**src/rtl/writeback_arbiter_pkg.sv**
```systemverilog
// Shared types and constants for the GPR writeback arbiter.
package writeback_arbiter_pkg;

    localparam int REG_ADDR_WIDTH = 5;
    localparam int DATA_WIDTH     = 32;
    localparam logic [REG_ADDR_WIDTH-1:0] REG_ZERO = 5'd0;

    // One buffered long-latency result; valid=0 marks a squashed (dead) entry.
    typedef struct packed {
        logic                      valid;
        logic [REG_ADDR_WIDTH-1:0] address;
        logic [DATA_WIDTH-1:0]     data;
    } wb_entry_t;

    // True when a decode source register is non-zero and equals the given address.
    function automatic logic addr_hit(input logic [REG_ADDR_WIDTH-1:0] query,
                                      input logic [REG_ADDR_WIDTH-1:0] address);
        return (query != REG_ZERO) && (query == address);
    endfunction

endpackage

```
**src/rtl/wb_pending_fifo.sv**
```systemverilog
// Circular buffer of long-latency results with per-entry squash by address
// and address-match query ports for decode pending detection.
module wb_pending_fifo
    import writeback_arbiter_pkg::*;
#(
    parameter int DEPTH = 4
) (
    input  logic                      clk,
    input  logic                      rst_n,
    input  logic                      push,
    input  wb_entry_t                 push_entry,
    input  logic                      pop,
    input  logic                      squash_enable,
    input  logic [REG_ADDR_WIDTH-1:0] squash_address,
    input  logic [REG_ADDR_WIDTH-1:0] query_address_1,
    input  logic [REG_ADDR_WIDTH-1:0] query_address_2,
    output wb_entry_t                 head_entry,
    output logic [$clog2(DEPTH):0]    count,
    output logic                      match_1,
    output logic                      match_2
);

    localparam int PTR_WIDTH = $clog2(DEPTH);

    // A valid bit is 1 only for an occupied, unsquashed slot; popped slots are
    // cleared so the match logic never needs an occupancy mask.
    logic [DEPTH-1:0]          valid_reg;
    logic [DEPTH-1:0]          valid_next;
    logic [REG_ADDR_WIDTH-1:0] address_reg [DEPTH];
    logic [DATA_WIDTH-1:0]     data_reg    [DEPTH];
    logic [PTR_WIDTH-1:0]      wr_ptr_reg;
    logic [PTR_WIDTH-1:0]      rd_ptr_reg;
    logic [PTR_WIDTH:0]        count_reg;
    logic [PTR_WIDTH:0]        count_next;
    logic [DEPTH-1:0]          hit_1;
    logic [DEPTH-1:0]          hit_2;

    genvar gi;
    generate
        for (gi = 0; gi < DEPTH; gi++) begin : g_entry
            localparam logic [PTR_WIDTH-1:0] SLOT = PTR_WIDTH'(gi);

            // A fresh push wins; otherwise pop or a younger pipeline write kills the entry.
            assign valid_next[gi] = (push && (wr_ptr_reg == SLOT)) ? push_entry.valid :
                                    (valid_reg[gi]
                                     && !(pop && (rd_ptr_reg == SLOT))
                                     && !(squash_enable && (address_reg[gi] == squash_address)));

            assign hit_1[gi] = valid_reg[gi] && (address_reg[gi] == query_address_1);
            assign hit_2[gi] = valid_reg[gi] && (address_reg[gi] == query_address_2);
        end
    endgenerate

    // Occupancy changes by at most one per cycle; push and pop together cancel.
    always_comb begin
        count_next = count_reg;
        case ({push, pop})
            2'b10:   count_next = count_reg + 1'b1;
            2'b01:   count_next = count_reg - 1'b1;
            default: count_next = count_reg;
        endcase
    end

    // Control state: valid bits, pointers and count.
    always_ff @(posedge clk or negedge rst_n) begin
        if (!rst_n) begin
            valid_reg  <= '0;
            wr_ptr_reg <= '0;
            rd_ptr_reg <= '0;
            count_reg  <= '0;
        end else begin
            valid_reg <= valid_next;
            count_reg <= count_next;
            if (push) wr_ptr_reg <= wr_ptr_reg + 1'b1;
            if (pop)  rd_ptr_reg <= rd_ptr_reg + 1'b1;
        end
    end

    // Payload storage; contents are meaningless while the slot's valid bit is 0.
    always_ff @(posedge clk) begin
        if (push) begin
            address_reg[wr_ptr_reg] <= push_entry.address;
            data_reg[wr_ptr_reg]    <= push_entry.data;
        end
    end

    assign head_entry = '{valid:   valid_reg[rd_ptr_reg],
                          address: address_reg[rd_ptr_reg],
                          data:    data_reg[rd_ptr_reg]};
    assign count      = count_reg;
    assign match_1    = |hit_1;
    assign match_2    = |hit_2;

endmodule

```
**src/rtl/writeback_arbiter.sv**
```systemverilog
// Sole driver of the GPR write port: pipeline writeback has priority, buffered
// long-latency results fill idle slots; provides pending flags and bypass.
module writeback_arbiter
    import writeback_arbiter_pkg::*;
#(
    parameter int DEPTH = 4
) (
    input  logic                      system_clock,
    input  logic                      system_reset_n,
    input  logic                      wb_valid,
    input  logic [REG_ADDR_WIDTH-1:0] wb_address,
    input  logic [DATA_WIDTH-1:0]     wb_data,
    input  logic                      lu_valid,
    output logic                      lu_ready,
    input  logic [REG_ADDR_WIDTH-1:0] lu_address,
    input  logic [DATA_WIDTH-1:0]     lu_data,
    output logic                      gpr_write_enable,
    output logic [REG_ADDR_WIDTH-1:0] gpr_write_address,
    output logic [DATA_WIDTH-1:0]     gpr_write_data,
    input  logic [REG_ADDR_WIDTH-1:0] query_address_1,
    input  logic [REG_ADDR_WIDTH-1:0] query_address_2,
    output logic                      pending_1,
    output logic                      pending_2,
    output logic                      bypass_valid_1,
    output logic                      bypass_valid_2,
    output logic [DATA_WIDTH-1:0]     bypass_data_1,
    output logic [DATA_WIDTH-1:0]     bypass_data_2,
    output logic [$clog2(DEPTH):0]    fifo_count
);

    localparam int CNT_WIDTH = $clog2(DEPTH) + 1;

    logic      wb_active;
    logic      lu_accept;
    logic      fifo_push;
    logic      fifo_pop;
    wb_entry_t push_entry;
    wb_entry_t head_entry;
    logic      match_1;
    logic      match_2;

    // Writes to r0 are dropped, so such a wb cycle is treated as idle.
    assign wb_active = wb_valid && (wb_address != REG_ZERO);

    // Ready looks only at the registered count, never at this cycle's pop.
    assign lu_ready  = (fifo_count < CNT_WIDTH'(DEPTH));
    assign lu_accept = lu_valid && lu_ready;
    assign fifo_push = lu_accept && (lu_address != REG_ZERO);

    // A same-cycle pipeline write to the same register makes the new entry dead on arrival.
    assign push_entry = '{valid:   !(wb_active && (wb_address == lu_address)),
                          address: lu_address,
                          data:    lu_data};

    // Squashed heads drain in any cycle; a live head only when the pipeline is idle.
    assign fifo_pop = (fifo_count != '0) && (!head_entry.valid || !wb_active);

    wb_pending_fifo #(
        .DEPTH (DEPTH)
    ) u_fifo (
        .clk             (system_clock),
        .rst_n           (system_reset_n),
        .push            (fifo_push),
        .push_entry      (push_entry),
        .pop             (fifo_pop),
        .squash_enable   (wb_active),
        .squash_address  (wb_address),
        .query_address_1 (query_address_1),
        .query_address_2 (query_address_2),
        .head_entry      (head_entry),
        .count           (fifo_count),
        .match_1         (match_1),
        .match_2         (match_2)
    );

    // Priority write mux; nothing reaches the register file while reset is held.
    always_comb begin
        gpr_write_enable  = 1'b0;
        gpr_write_address = REG_ZERO;
        gpr_write_data    = '0;
        if (system_reset_n) begin
            if (wb_active) begin
                gpr_write_enable  = 1'b1;
                gpr_write_address = wb_address;
                gpr_write_data    = wb_data;
            end else if (head_entry.valid) begin
                gpr_write_enable  = 1'b1;
                gpr_write_address = head_entry.address;
                gpr_write_data    = head_entry.data;
            end
        end
    end

    // Pending covers live buffered entries plus a result being accepted right now.
    always_comb begin
        pending_1 = 1'b0;
        pending_2 = 1'b0;
        if (system_reset_n) begin
            pending_1 = (query_address_1 != REG_ZERO)
                        && (match_1 || (lu_accept && (lu_address == query_address_1)));
            pending_2 = (query_address_2 != REG_ZERO)
                        && (match_2 || (lu_accept && (lu_address == query_address_2)));
        end
    end

    // Register-file reads are combinational, so forward the write in flight.
    always_comb begin
        bypass_valid_1 = gpr_write_enable && addr_hit(query_address_1, gpr_write_address);
        bypass_valid_2 = gpr_write_enable && addr_hit(query_address_2, gpr_write_address);
        bypass_data_1  = gpr_write_data;
        bypass_data_2  = gpr_write_data;
    end

endmodule

```
**config.mk**
```make
export PLATFORM = sky130hd
export DESIGN_NAME = writeback_arbiter
export DESIGN_NICKNAME = d
export VERILOG_FILES = /design/src/rtl/writeback_arbiter_pkg.sv /design/src/rtl/wb_pending_fifo.sv /design/src/rtl/writeback_arbiter.sv
export SDC_FILE = /design/constraint.sdc
export NUM_CORES = 1
export LEC_CHECK = 0
export CORE_MARGIN = 8
export CORE_UTILIZATION = 30
export DETAILED_ROUTE_END_ITERATION = 8
export PLACE_DENSITY = 0.58
export SYNTH_ARGS = -nofsm -noshare
export SYNTH_HDL_FRONTEND = slang
export SYNTH_HIERARCHICAL = 1
export SYNTH_SLANG_ARGS = --single-unit
export TNS_END_PERCENT = 30
```
**constraint.sdc**
```tcl
create_clock -name system_clock -period 3.4 [get_ports system_clock]
set_clock_uncertainty 0.05 [all_clocks]
set_input_delay 0.68 -clock system_clock [delete_from_list [all_inputs] [get_ports system_clock]]
set_output_delay 0.68 -clock system_clock [all_outputs]
set_load 0.005 [all_outputs]
```
==> impl_metrics.env <==
export IMPL_status="completed"
export IMPL_dp_slack_ps=-592.3
export IMPL_drv_cap=0
export IMPL_area_growth_pct=40.82
export IMPL_highest_layer="met4"
export IMPL_tritoncts="built"
export IMPL_arrival_ps=2660
export IMPL_clockBufferDepth=2
export IMPL_port_buffer_count=197
export IMPL_gp_congestion=0.8668
export IMPL_wl_met2_mm=10.97
export IMPL_row_count=60
export IMPL_finalSetupViolCount=0
export IMPL_detail_route_first_pass_iterations=5
export IMPL_fin_ws_ps=7.717
export IMPL_rsz0062_at_grt="yes"
export IMPL_drt_wl_total_mm=22.73
export IMPL_ios=198
export IMPL_startpoint_type="input pin"
export IMPL_avgRoutedWirePerCell_um=18.97
export IMPL_wl_met1_mm=10.23
export IMPL_path_class="in2out"
export IMPL_track_usage=0.1382
export IMPL_p_per_area_nw_per_um2=612.2
export IMPL_met3_length_mm=1.248
export IMPL_ys_ff_latch=159
export IMPL_dpl_hpwl_mm=16.48
export IMPL_postCtsHoldBufs=0
export IMPL_synth_area_um2=8208
export IMPL_via_per_inst=4.650
export IMPL_ant_nets=0
export IMPL_synthTopCellsByCount="edfxtp_1 (148), nand2_1 (72), buf_4 (67), xor2_1 (64), a21oi_1 (39)"
export IMPL_max_slew_margin=0.6017
export IMPL_htreeDepth=4
export IMPL_leakagePower_nw=4.591
export IMPL_final_util=0.4301
export IMPL_yosysSeqAreaShare=0.5750
export IMPL_die_h_um=181.4
export IMPL_fill_cells=2525
export IMPL_synth_top_area_frac=0.5415
export IMPL_cts_buffers=17
export IMPL_period_needed_ps=3392
export IMPL_hp_start="u_fifo/wr_ptr_reg[0]"
export IMPL_grt_overflow=0
export IMPL_multi_input_area_um2=2965
export IMPL_async_reset_ff_frac=0.06918
export IMPL_dpl_cell_area_um2=10910
export IMPL_ys_types=38
export IMPL_cp_end_kind="output port"
export IMPL_ir_worst_vdd_v=0.0004342
export IMPL_min_path_type="reg2reg"
export IMPL_synth_area_leaders="edfxtp_1 (54%), xor2_1 (6.8%), mux4_1 (6.7%), buf_4 (6.1%), mux4_2 (4.7%)"
export IMPL_antenna_found_initial=0
export IMPL_antennaDiodeCount=0
export IMPL_avgSynthCellArea_um2=13.96
export IMPL_crit_required_ps=2670
export IMPL_synth_flop_cell="edfxtp_1"
export IMPL_ff_latch_area_um2=4722
export IMPL_r2r_start="u_fifo/rd_ptr_reg[0]"
export IMPL_crit_start="wb_address[2]"
export IMPL_finalNetCount=942
export IMPL_start_util=0.3054
export IMPL_synth_edff_count=148
export IMPL_syn_inst=588
export IMPL_drc=0
export IMPL_drv_slew=0
export IMPL_stdcell_area_um2=11560
export IMPL_synth_most_common_cell="edfxtp_1"
export IMPL_die_width_um=181.4
export IMPL_synth_top_area_cell="edfxtp_1"
export IMPL_root_buffer="clkbuf_16"
export IMPL_worstMarginPinSlew_ps=592.0
export IMPL_period_share=0.9977
export IMPL_first_iter_violations=216
export IMPL_dieArea_um2=32910
export IMPL_core_area_um2=26880
export IMPL_synthesis_nets=686
export IMPL_hold_viol=0
export IMPL_synth_warnings=6
export IMPL_grt_pass1_vias=5965
export IMPL_fmax_mhz=294.8
export IMPL_drive_above_1_share=0.3396
export IMPL_largest_register_ffs=128
export IMPL_grt_max_degree=26
export IMPL_clk_pin_slew_worst_paths_ps=70
export IMPL_cts_sinks=159
export IMPL_worstSkewPairLatency_ps=410
export IMPL_path_max_fanout=3
export IMPL_vias=5571
export IMPL_grt_pass1_wl_mm=35.02
-- kinds of logic after synthesis --
family          Yosys count  share of synthesized area
mux                      39                     0.1152
buf+inv                 103                    0.08231
simple gates            123                    0.06921
fa+ha+maj                10                    0.01616
xor+xnor                 88                    0.09390
flops                   159                     0.5750
compound gates           66                    0.04817
-- report_power, final --
part	total [mW]	switching, mW	internal (mW)
Combinational	2.72	1.29	1.43
Clock	1.76	0.804	0.955
Sequential	2.60	0.131	2.47
-- routing by layer --
| metal | vias to the layer above | global-route usage |
|---|---|---|
| met5 | - | 0 |
| met4 | 0 | 0.04231 |
| met3 | 19 | 0.03393 |
| met2 | 171 | 0.2297 |
| met1 | 2748 | 0.1757 |
| li1 | 2633 | - |
-- through the flow --
stage | hold slack, ps | setup TNS [ps] | total power [mW] | std cells
floorplan | 334.4 | 0 | 4.211 | 588
global placement | 474.6 | -51870 | 5.336 | 1143
detailed placement | 481.7 | -55040 | 5.350 | 1143
CTS | 494.9 | -838.6 | 7.185 | 1196
global route | 532.8 | -231.8 | 7.489 | 1198
finish | 490.3 | 0 | 7.076 | 1198
-- area by class of cell --
class | count | area share
multi-input cells | 326 | 0.2565
repair buffers | 325 | 0.2451
inverters | 15 | 0.005304
clock inverters | 15 | 0.01082
clock buffers | 17 | 0.03680
flip-flops and latches | 159 | 0.4085
well taps | 341 | 0.03691
-- final timing paths --
check / endpoint / slack (ps) / cells past startpoint
worst max-delay path: bypass_valid_1 / 8 / 9
worst min-delay path: u_fifo/wr_ptr_reg[0] / 490 / 1
worst max register to register: u_fifo/count[1] / 940 / 6
worst min register to register: u_fifo/wr_ptr_reg[0] / 490 / 1
max in group asynchronous: u_fifo/rd_ptr_reg[0] / 2430 / 3
min in group asynchronous: u_fifo/wr_ptr_reg[0] / 700 / 3
-- timing repair --
item	CTS	global route
pin swaps	13	14
setup endpoints to repair	106	84
buffers inserted	18	2
resized for setup	310	51
gates cloned	3	0
-- cells in the final DEF, fill, tap and decap left out, types with 5 or more instances in the layout --
cell and count:
o21ai_0 9, mux4_2 19, a21oi_2 17, xor2_1 63
edfxtp_1 148, a21oi_1 21, clkdlybuf4s50_1 85, nand2_1 71
ha_1 9, buf_6 6, clkdlybuf4s15_1 14, nor4_1 12
buf_12 14, mux4_1 19, buf_4 105, buf_2 44
nand3_1 10, dfrtp_1 9, nor3_1 5, clkbuf_2 26
dlygate4sd2_1 22, clkbuf_16 17, inv_1 14, inv_6 6
dlymetal6s2s_1 6, xnor2_1 24
-- worst max-delay path, cell delays in order --
cell	delay (ps)
clkdlybuf4s15_1	200
or4_4	530
buf_6	150
a311o_1	320
buf_4	150
xor2_2	110
nand4b_1	100
nor4_1	250
buf_2	160
No activity file was read; power rests on OpenSTA's default activity.
